### config.mk
export PLATFORM = sky130hd
export DESIGN_NAME = sumcheck_prover
export DESIGN_NICKNAME = d
export VERILOG_FILES = /design/src/rtl/sumcheck_pkg.sv /design/src/rtl/sumcheck_accum.sv /design/src/rtl/sumcheck_prover.sv
export SDC_FILE = /design/constraint.sdc
export NUM_CORES = 2
export LEC_CHECK = 0
export ABC_CLOCK_PERIOD_IN_PS = 6900
export BUFFER_PORTS_ARGS = -buffer_cell sky130_fd_sc_hd__buf_4
export CAP_MARGIN = 20
export CORE_MARGIN = 2
export CORE_UTILIZATION = 35
export DETAILED_ROUTE_END_ITERATION = 12
export PLACE_DENSITY = 0.58
export SLEW_MARGIN = 20
export SYNTH_ARGS = -nofsm -noshare
export SYNTH_HDL_FRONTEND = slang
export SYNTH_SLANG_ARGS = --single-unit
### constraint.sdc
create_clock -name clk -period 6.9 [get_ports clk]
set_input_delay 0.69 -clock clk [delete_from_list [all_inputs] [get_ports clk]]
set_output_delay 0.69 -clock clk [all_outputs]
set_load 0.02 [all_outputs]
### src/rtl/sumcheck_pkg.sv
// rtl/sumcheck_pkg.sv - shared sumcheck parameter defaults and prover/verifier state encoding
package sumcheck_pkg;
    localparam int UINT_WIDTH_DEF = 32;
    localparam int NUM_LAYERS_DEF = 4;
    localparam int NUM_BITS_DEF   = NUM_LAYERS_DEF - 1;
    localparam int NUM_VARS_DEF   = 2 * NUM_BITS_DEF;

    typedef enum logic [1:0] {
        ST_IDLE    = 2'd0,
        ST_ACCUM   = 2'd1,
        ST_PRESENT = 2'd2,
        ST_FINAL   = 2'd3
    } state_t;
endpackage

### src/rtl/sumcheck_accum.sv
// rtl/sumcheck_accum.sv - paired wrapping accumulator holding the g(0)/g(1) partial sums
module sumcheck_accum #(
    parameter int UINT_WIDTH = 32
) (
    input  logic                  clk,
    input  logic                  rst,
    input  logic                  i_clr,
    input  logic                  i_add_en,
    input  logic [UINT_WIDTH-1:0] i_a0,
    input  logic [UINT_WIDTH-1:0] i_a1,
    output logic [UINT_WIDTH-1:0] o_s0,
    output logic [UINT_WIDTH-1:0] o_s1
);
    logic [UINT_WIDTH-1:0] r_s0;
    logic [UINT_WIDTH-1:0] r_s1;

    // Clear wins over add so a new round never inherits the previous round's sums.
    always_ff @(posedge clk) begin
        if (rst || i_clr) begin
            r_s0 <= '0;
            r_s1 <= '0;
        end else if (i_add_en) begin
            r_s0 <= r_s0 + i_a0;
            r_s1 <= r_s1 + i_a1;
        end
    end

    assign o_s0 = r_s0;
    assign o_s1 = r_s1;
endmodule

### src/rtl/sumcheck_prover.sv
// rtl/sumcheck_prover.sv - sumcheck prover: table store, round FSM and per-round g(0)/g(1)/g(2) evaluation
module sumcheck_prover
    import sumcheck_pkg::*;
#(
    parameter int UINT_WIDTH = UINT_WIDTH_DEF,
    parameter int NUM_LAYERS = NUM_LAYERS_DEF,
    parameter int NUM_BITS   = NUM_LAYERS - 1,
    parameter int NUM_VARS   = 2 * NUM_BITS
) (
    input  logic                  clk,
    input  logic                  rst,
    input  logic                  load_en,
    input  logic [NUM_VARS-1:0]   load_addr,
    input  logic [UINT_WIDTH-1:0] load_data,
    input  logic                  start,
    input  logic                  abort,
    output logic [UINT_WIDTH-1:0] sample_pts [3],
    output logic                  pts_valid,
    input  logic                  chal_valid,
    input  logic                  chal_bit,
    output logic [NUM_VARS:0]     round,
    output logic [UINT_WIDTH-1:0] final_val,
    output logic                  done
);
    localparam int            RW         = NUM_VARS + 1;
    localparam int            DEPTH      = 1 << NUM_VARS;
    localparam logic [RW-1:0] LAST_ROUND = RW'(NUM_VARS - 1);

    state_t                r_state;
    state_t                w_state_nxt;
    logic [UINT_WIDTH-1:0] r_table [DEPTH];
    logic [NUM_VARS-1:0]   r_prefix;
    logic [NUM_VARS-1:0]   r_j;
    logic [RW-1:0]         r_round;

    logic [RW-1:0]         w_k;
    logic [NUM_VARS-1:0]   w_half;
    logic [NUM_VARS-1:0]   w_addr0;
    logic [NUM_VARS-1:0]   w_addr1;
    logic                  w_j_last;
    logic                  w_clear;
    logic                  w_acc_clr;
    logic                  w_acc_add;
    logic                  w_take_chal;
    logic [UINT_WIDTH-1:0] w_s0;
    logic [UINT_WIDTH-1:0] w_s1;
    logic                  w_present;
    logic                  w_final;

    always_ff @(posedge clk) begin
        if (!rst && !abort && load_en && r_state == ST_IDLE) begin
            r_table[load_addr] <= load_data;
        end
    end

    // Bound prefix sits above the k free bits; the bit being bound this round is the top free bit.
    assign w_k      = RW'(NUM_VARS) - r_round;
    assign w_half   = NUM_VARS'(1) << (w_k - RW'(1));
    assign w_addr0  = (r_prefix << w_k) | r_j;
    assign w_addr1  = w_addr0 | w_half;
    assign w_j_last = (r_j == (w_half - NUM_VARS'(1)));

    always_ff @(posedge clk) begin
        if (rst) begin
            r_state <= ST_IDLE;
        end else begin
            r_state <= w_state_nxt;
        end
    end

    always_comb begin
        w_state_nxt = r_state;
        w_clear     = 1'b0;
        w_acc_clr   = 1'b0;
        w_acc_add   = 1'b0;
        w_take_chal = 1'b0;
        if (abort) begin
            w_state_nxt = ST_IDLE;
            w_clear     = 1'b1;
            w_acc_clr   = 1'b1;
        end else begin
            case (r_state)
                ST_IDLE, ST_FINAL: begin
                    if (start) begin
                        w_state_nxt = ST_ACCUM;
                        w_clear     = 1'b1;
                        w_acc_clr   = 1'b1;
                    end
                end
                ST_ACCUM: begin
                    w_acc_add = 1'b1;
                    if (w_j_last) begin
                        w_state_nxt = ST_PRESENT;
                    end
                end
                ST_PRESENT: begin
                    if (chal_valid) begin
                        w_take_chal = 1'b1;
                        w_acc_clr   = 1'b1;
                        w_state_nxt = (r_round == LAST_ROUND) ? ST_FINAL : ST_ACCUM;
                    end
                end
                default: w_state_nxt = ST_IDLE;
            endcase
        end
    end

    always_ff @(posedge clk) begin
        if (rst || w_clear) begin
            r_round  <= '0;
            r_prefix <= '0;
            r_j      <= '0;
        end else if (w_take_chal) begin
            r_round  <= r_round + RW'(1);
            r_prefix <= {r_prefix[NUM_VARS-2:0], chal_bit};
            r_j      <= '0;
        end else if (w_acc_add) begin
            r_j <= w_j_last ? '0 : r_j + NUM_VARS'(1);
        end
    end

    sumcheck_accum #(
        .UINT_WIDTH (UINT_WIDTH)
    ) u_accum (
        .clk      (clk),
        .rst      (rst),
        .i_clr    (w_acc_clr),
        .i_add_en (w_acc_add),
        .i_a0     (r_table[w_addr0]),
        .i_a1     (r_table[w_addr1]),
        .o_s0     (w_s0),
        .o_s1     (w_s1)
    );

    assign w_present     = (r_state == ST_PRESENT);
    assign w_final       = (r_state == ST_FINAL);
    assign pts_valid     = w_present;
    assign done          = w_final;
    assign round         = r_round;
    assign sample_pts[0] = w_present ? w_s0 : '0;
    assign sample_pts[1] = w_present ? w_s1 : '0;
    assign sample_pts[2] = w_present ? ((w_s1 << 1) - w_s0) : '0;
    assign final_val     = w_final ? r_table[r_prefix] : '0;
endmodule

* Yosys cells after proc, flatten, opt, wreduce, memory -nomap -nowiden *
Memories as Yosys holds them, arrays and structs flattened. A register that Yosys moved wholly into a read port is not among the register bits.
Cells that the tools add are included.

storage, ports and cells
  output and inout bits = 137
  memory bits (writable) = 2048
  memories = 1
  register bits = 85
  bits of input ports = 45
  word-level logic and storage cells = 63

memory list
  memory   depth  bits a word  read ports  clocked after Yosys merged registers in  wr ports  line                   text
  r_table  64     32           3           1                                        1         sumcheck_prover.sv:31  logic [UINT_WIDTH-1:0] r_table [DEPTH];

operators by class
  shift-type cells = 2
  bitwise logic cells = 2
  muxes and demuxes = 24
  add/subtract/negate cells = 8
  eq/ne operators = 8
  reductions and logical operators = 12

operators with widths
  kind                                                                    number
  32-bit 2-to-1 mux                                                       4
  32-bit adder                                                            2
  32-bit subtractor                                                       1
  6-bit 2-to-1 mux                                                        3
  6-bit OR                                                                2
  1-bit 2-to-1 mux                                                        11
  2-bit 2-to-1 mux                                                        4
  7-bit by 1-bit adder with 7-bit output (second input constant)          1
  7-bit by 3-bit equality test with 1-bit output (second input constant)  1
  1-bit by 7-bit << shifter with 6-bit output (first input constant)      1
  6-bit by 7-bit << shifter with 6-bit output                             1
  3-bit by 7-bit subtractor with 7-bit output (first input constant)      1
  7-bit by 1-bit subtractor with 7-bit output (second input constant)     1
  6-bit by 1-bit adder with 6-bit output (second input constant)          1
  6-bit equality test                                                     1
  2-bit != test (second input constant)                                   3
  2-bit one-hot mux with 3 select lines                                   1
  2-bit OR reduction                                                      3
  6-bit by 1-bit subtractor with 6-bit output (second input constant)     1
  2-bit equality test (second input constant)                             2
  1-bit logical AND                                                       3
  3-bit AND reduction                                                     1
  2-bit by 1-bit equality test with 1-bit output (second input constant)  1
  1-bit logical NOT                                                       2
  3 further kinds                                                         4

* Depth between registers and ports, before layout *
  depth in word-level cells = 7
  depth in mapped cells = 37
  depth with buffers taken out = 30

* By module *
Synthesis repeated with hierarchy kept, for this count alone.

second synthesis, totals
  cells, all modules = 8907
  area, all modules = 121709.2 um^2

by module, submodules not included
  module           area each (um^2)  instances  sequential area each (um^2)  cells an instance
  sumcheck_prover  116137.6          1          62039.5                      8239
  sumcheck_accum   5571.6            1          1281.2                       668

* Least setup slack after synthesis *
No wires, ideal clock.

  kind = reg-to-reg
  from = reg r_round[0] (netlist: round[0])
  to = reg u_accum.r_s1[28] (netlist: u_accum.o_s1[28])
  stages on the path, launching flop included = 35
  arrival time = 7.128 ns
  buffers on the path = 7
  data required time = 6.766 ns
  period minus slack after synthesis = 7.262 ns
  path slack = -0.362 ns
  setup time = 0.134 ns
  cell sequence = dfxtp_1 buf_4 inv_1 ha_1 buf_2 nor2_1 a21oi_1 or4_1 or2_2 clkbuf_1 o41a_1 clkbuf_1 clkbuf_1 clkbuf_1 clkbuf_1 nand2_1 nand3_1 a311oi_1 a31oi_1 a21oi_1 a21oi_1 ha_1 fa_1 a21o_1 a21oi_1 o211ai_1 a211oi_1 o21ai_0 a31oi_1 o21ai_0 a41oi_1 nand2b_1 a21oi_1 xor2_1 o22ai_1

between the ends
  longest elaborated chain between the ends = 6
  elaborated cells between the ends (all ways) = 8
  classes of those cells = add/sub (3); shift (2); bitwise (2); memory (1)

ends and longest elaborated chain
  item                                                                                                        line                                          text
  start, declared                                                                                             sumcheck_prover.sv:34                         logic [RW-1:0] r_round;
  start signal, assigned                                                                                      sumcheck_prover.sv:114                        r_round <= r_round + RW'(1);
  3-bit by 7-bit subtractor with 7-bit output *                                                               sumcheck_prover.sv:57                         assign w_k = RW'(NUM_VARS) - r_round;
  7-bit by 1-bit subtractor with 7-bit output or 6-bit by 7-bit << shifter with 6-bit output (tied branches)  sumcheck_prover.sv:58, sumcheck_prover.sv:59
  1-bit by 7-bit << shifter with 6-bit output or 6-bit OR (tied branches)                                     sumcheck_prover.sv:58, sumcheck_prover.sv:59
  6-bit OR *                                                                                                  sumcheck_prover.sv:60                         assign w_addr1 = w_addr0 | w_half;
  memory read 64 x 32 bit *                                                                                   --
  32-bit adder *                                                                                              sumcheck_accum.sv:24                          r_s1 <= r_s1 + i_a1;
  end signal, assigned                                                                                        sumcheck_accum.sv:24
  end, declared                                                                                               sumcheck_accum.sv:15                          logic [UINT_WIDTH-1:0] r_s1;

Every way passes the cells marked *; elsewhere a longest branch is shown, timed or not.
A chain may end at the register's enable or synchronous reset.

* Worst setup path after layout *
  from = reg r_round[1] (netlist: round[1])
  to = reg u_accum.r_s1[31] (netlist: u_accum.o_s1[31])

The elaborated chain is that of the path after synthesis.

==> flow_metrics.env <==
export IMPL_start_util_pct=35.1
export IMPL_fin_nets=10624
export IMPL_period_needed_ns=7.13
export IMPL_status="finished, violations left"
export IMPL_cts_tree="done"
export IMPL_n_fill_cell=31554
export IMPL_violations="setup timing"
export IMPL_synth_edff_count=2048
export IMPL_rows=217
export IMPL_vias_per_cell=6.61
export IMPL_vdd_ir_drop_max_mv=0.200
export IMPL_drt_wl_total_mm=544
export IMPL_grt_remaining_overflow=0
export IMPL_grt_pass1_wl_mm=753
export IMPL_critPathCaptureType="register"
export IMPL_first_pass_iters=9
export IMPL_layout_cells_non_filler=15337
export IMPL_power_density_nw_per_um2=189
export IMPL_max_stage_delay_ns=0.36
export IMPL_area_growth_pct=19.7
export IMPL_whs_ns=0.0868
export IMPL_drtAntennaViolNets=0
export IMPL_yosys_top_cells_count="nand2_1 (2675), edfxtp_1 (2048), mux4_2 (1200)"
export IMPL_worstSetupPathType="register to register"
export IMPL_synth_cell_types=75
export IMPL_core_area_um2=349000
export IMPL_synthFlopType="edfxtp_1"
export IMPL_setup_ws_ns=-0.231
export IMPL_dp_cells=14749
export IMPL_synth_area_top_cells="edfxtp_1 (50%), mux4_2 (22%), nand2_1 (8.2%), nand3_1 (4.2%), a311oi_1 (2.5%)"
export IMPL_antenna_found_initial=53
export IMPL_synth_largest_area_cell="edfxtp_1"
export IMPL_fp_dieH_um=596
export IMPL_cts_buffers_inserted=231
export IMPL_dr_wl_met2_mm=230
export IMPL_finalSetupViolations=2
export IMPL_p_leak_nw=50.9
export IMPL_wl_met1_mm=184
export IMPL_cp_required_ns=7.71
export IMPL_grt_max_degree=91
export IMPL_die_w_um=596
export IMPL_worstSkewPairLatency_ns=0.94
export IMPL_clock_sinks=2139
export IMPL_seqCellArea_um2=63400
export IMPL_initialDrtViolationCount=16907
export IMPL_gp_congestion=0.967
export IMPL_crit_fanout=9
export IMPL_crit_top_cell="buf_4"
export IMPL_top_level_ports=182
export IMPL_clk_pin_slew_worst_paths_ns=0.06
export IMPL_fin_worst_skew_ns=0.0678
export IMPL_crit_arrival_ns=7.94
export IMPL_synth_warning_count=0
export IMPL_cp_slowest_cell="dfxtp_4"
export IMPL_ctsHtreeMaxLevel=4
export IMPL_syn_area_um2=123000
export IMPL_tightest_slew_ns=1.25
export IMPL_yosysTopAreaCellShare_pct=50.1
export IMPL_cts_buffer_depth=4
export IMPL_slew_violations=0
export IMPL_yosysMostFrequentCell="nand2_1"
export IMPL_die_area_um2=355000
export IMPL_synth_async_reset_ratio_pct=0
export IMPL_multi_input_area_um2=57300
export IMPL_hp_class="primary input to register"
export IMPL_fmax_mhz=140
export IMPL_synth_avg_cell_area_um2=12.4
export IMPL_cts_root_buf="clkbuf_16"
export IMPL_fin_crit_sh_pct=103
export IMPL_syn_inst=9855
export IMPL_rsz0062_at_grt="true"
export IMPL_port_buffer_count=181
export IMPL_hpwlAfterDp_mm=345
export IMPL_grt_pass1_vias=96120
export IMPL_slew_headroom_pct=16.4
export IMPL_startpoint_type="register"
export IMPL_total_power_mw=27.7
export IMPL_top_layer_used="met5"
export IMPL_hold_violations=0
export IMPL_drcViolationCount=0
export IMPL_detail_route_wl_per_cell_um=35.5
export IMPL_num_vias=101346
export IMPL_met3_wirelength_mm=80.0
export IMPL_ys_seq_elements=2139
export IMPL_layout_drive_gt1_share_pct=28.5
export IMPL_gr_usage_all_layers_pct=29.8
export IMPL_drv_cap=0
export IMPL_syn_nets=10010
export IMPL_seq_area_frac_synth_pct=51.6
## registers in the layout, summed over array words and instances, names as in the netlist, named ones only
| name | flops |
|---|---|
| r_table | 2048 |
| u_accum.o_s0 | 32 |
| u_accum.o_s1 | 32 |
| round | 7 |
| r_j | 6 |
| r_prefix | 6 |
| r_state | 2 |
## where the power goes
part,internal [mW],switching (mW),total (mW)
Combinational,0.218,0.463,0.681
Clock,7.26,5.50,12.8
Sequential,14.2,0.0159,14.2
## layout by cell type, fill, tap and decap left out, types with 45 or more instances in the layout
cell	Yosys	routed
nand2_1	2675	2673
buf_4	10	971
nor2_4	0	67
buf_12	0	176
nor2_1	203	136
clkinv_2	0	45
diode_2	0	83
edfxtp_1	2048	2048
and2_1	57	57
a31oi_1	165	150
clkinv_1	1	45
and3_1	256	250
inv_1	70	70
mux2i_1	49	48
a311oi_1	345	314
nand3_1	1022	1022
dfxtp_1	91	82
ha_1	107	87
nor3_1	55	49
xnor2_1	59	58
clkbuf_16	0	237
a21oi_1	200	165
mux4_2	1200	1200
## metal layers
metal  vias up  global-route usage (%)
met5         -                   0.122
met4        38                    22.9
met3      2058                    10.4
met2      9019                    42.9
met1     50666                    36.6
li1      39565                       -
## critical path: cells and delay by family, from the launching register on
| family | cells | cell delay (ns) |
|---|---|---|
| muxes | 2 | 0.44 |
| AOI/OAI and AO/OA | 12 | 2.49 |
| buffers and inverters | 8 | 1.26 |
| DFF | 1 | 0.36 |
| adders and majority gates | 2 | 0.47 |
| and+or+nand+nor | 12 | 1.97 |
## area by class of cell
cell class                 instances  area share [%]
timing repair buffer            1235            8.50
multi-input combinational       6790            39.0
tap                             4599            3.92
inverter                          72           0.184
sequential                      2139            43.2
clock inverter                   143           0.997
antenna                           83           0.141
clock buffer                     276            4.09
## worst paths after layout
path               start  slack [ns]               end  cells past startpoint
max reg2reg     round[1]       -0.23  u_accum.o_s1[31]                     36
min             chal_bit        0.09          register                      3
min reg2reg  r_prefix[5]        0.48          register                      2
max             round[1]       -0.23  u_accum.o_s1[31]                     36
## cells by family after synthesis
| kind of cell | synth area share (%) |
|---|---|
| fa+ha+maj | 1.15 |
| flops | 51.6 |
| mux | 22.7 |
| xor+xnor | 0.643 |
| simple gates | 15.3 |
| compound gates | 5.58 |
| buf+inv | 3.03 |
## repair_timing
action,CTS,global route
setup endpoints to repair,25,24
pin swaps,50,72
endpoints found under the hold margin,1,0
gates resized for setup,128,153
hold buffers,2,0
cloned,11,5
setup buffers,32,41
## metrics by stage
step	worst slack [ns]	TNS (ns)	instance area, um^2	util (%)
2_1_floorplan	0.00544	0	123000	-
3_3_place_gp	-0.849	-8.16	137000	39.1
3_5_place_dp	-0.857	-9.36	137000	39.1
4_1_cts	-0.144	-0.190	145000	41.6
5_1_grt	-0.479	-1.34	147000	42.0
6_report	-0.231	-0.429	147000	42.0
Note: power is estimated with default switching activity, not from simulation.
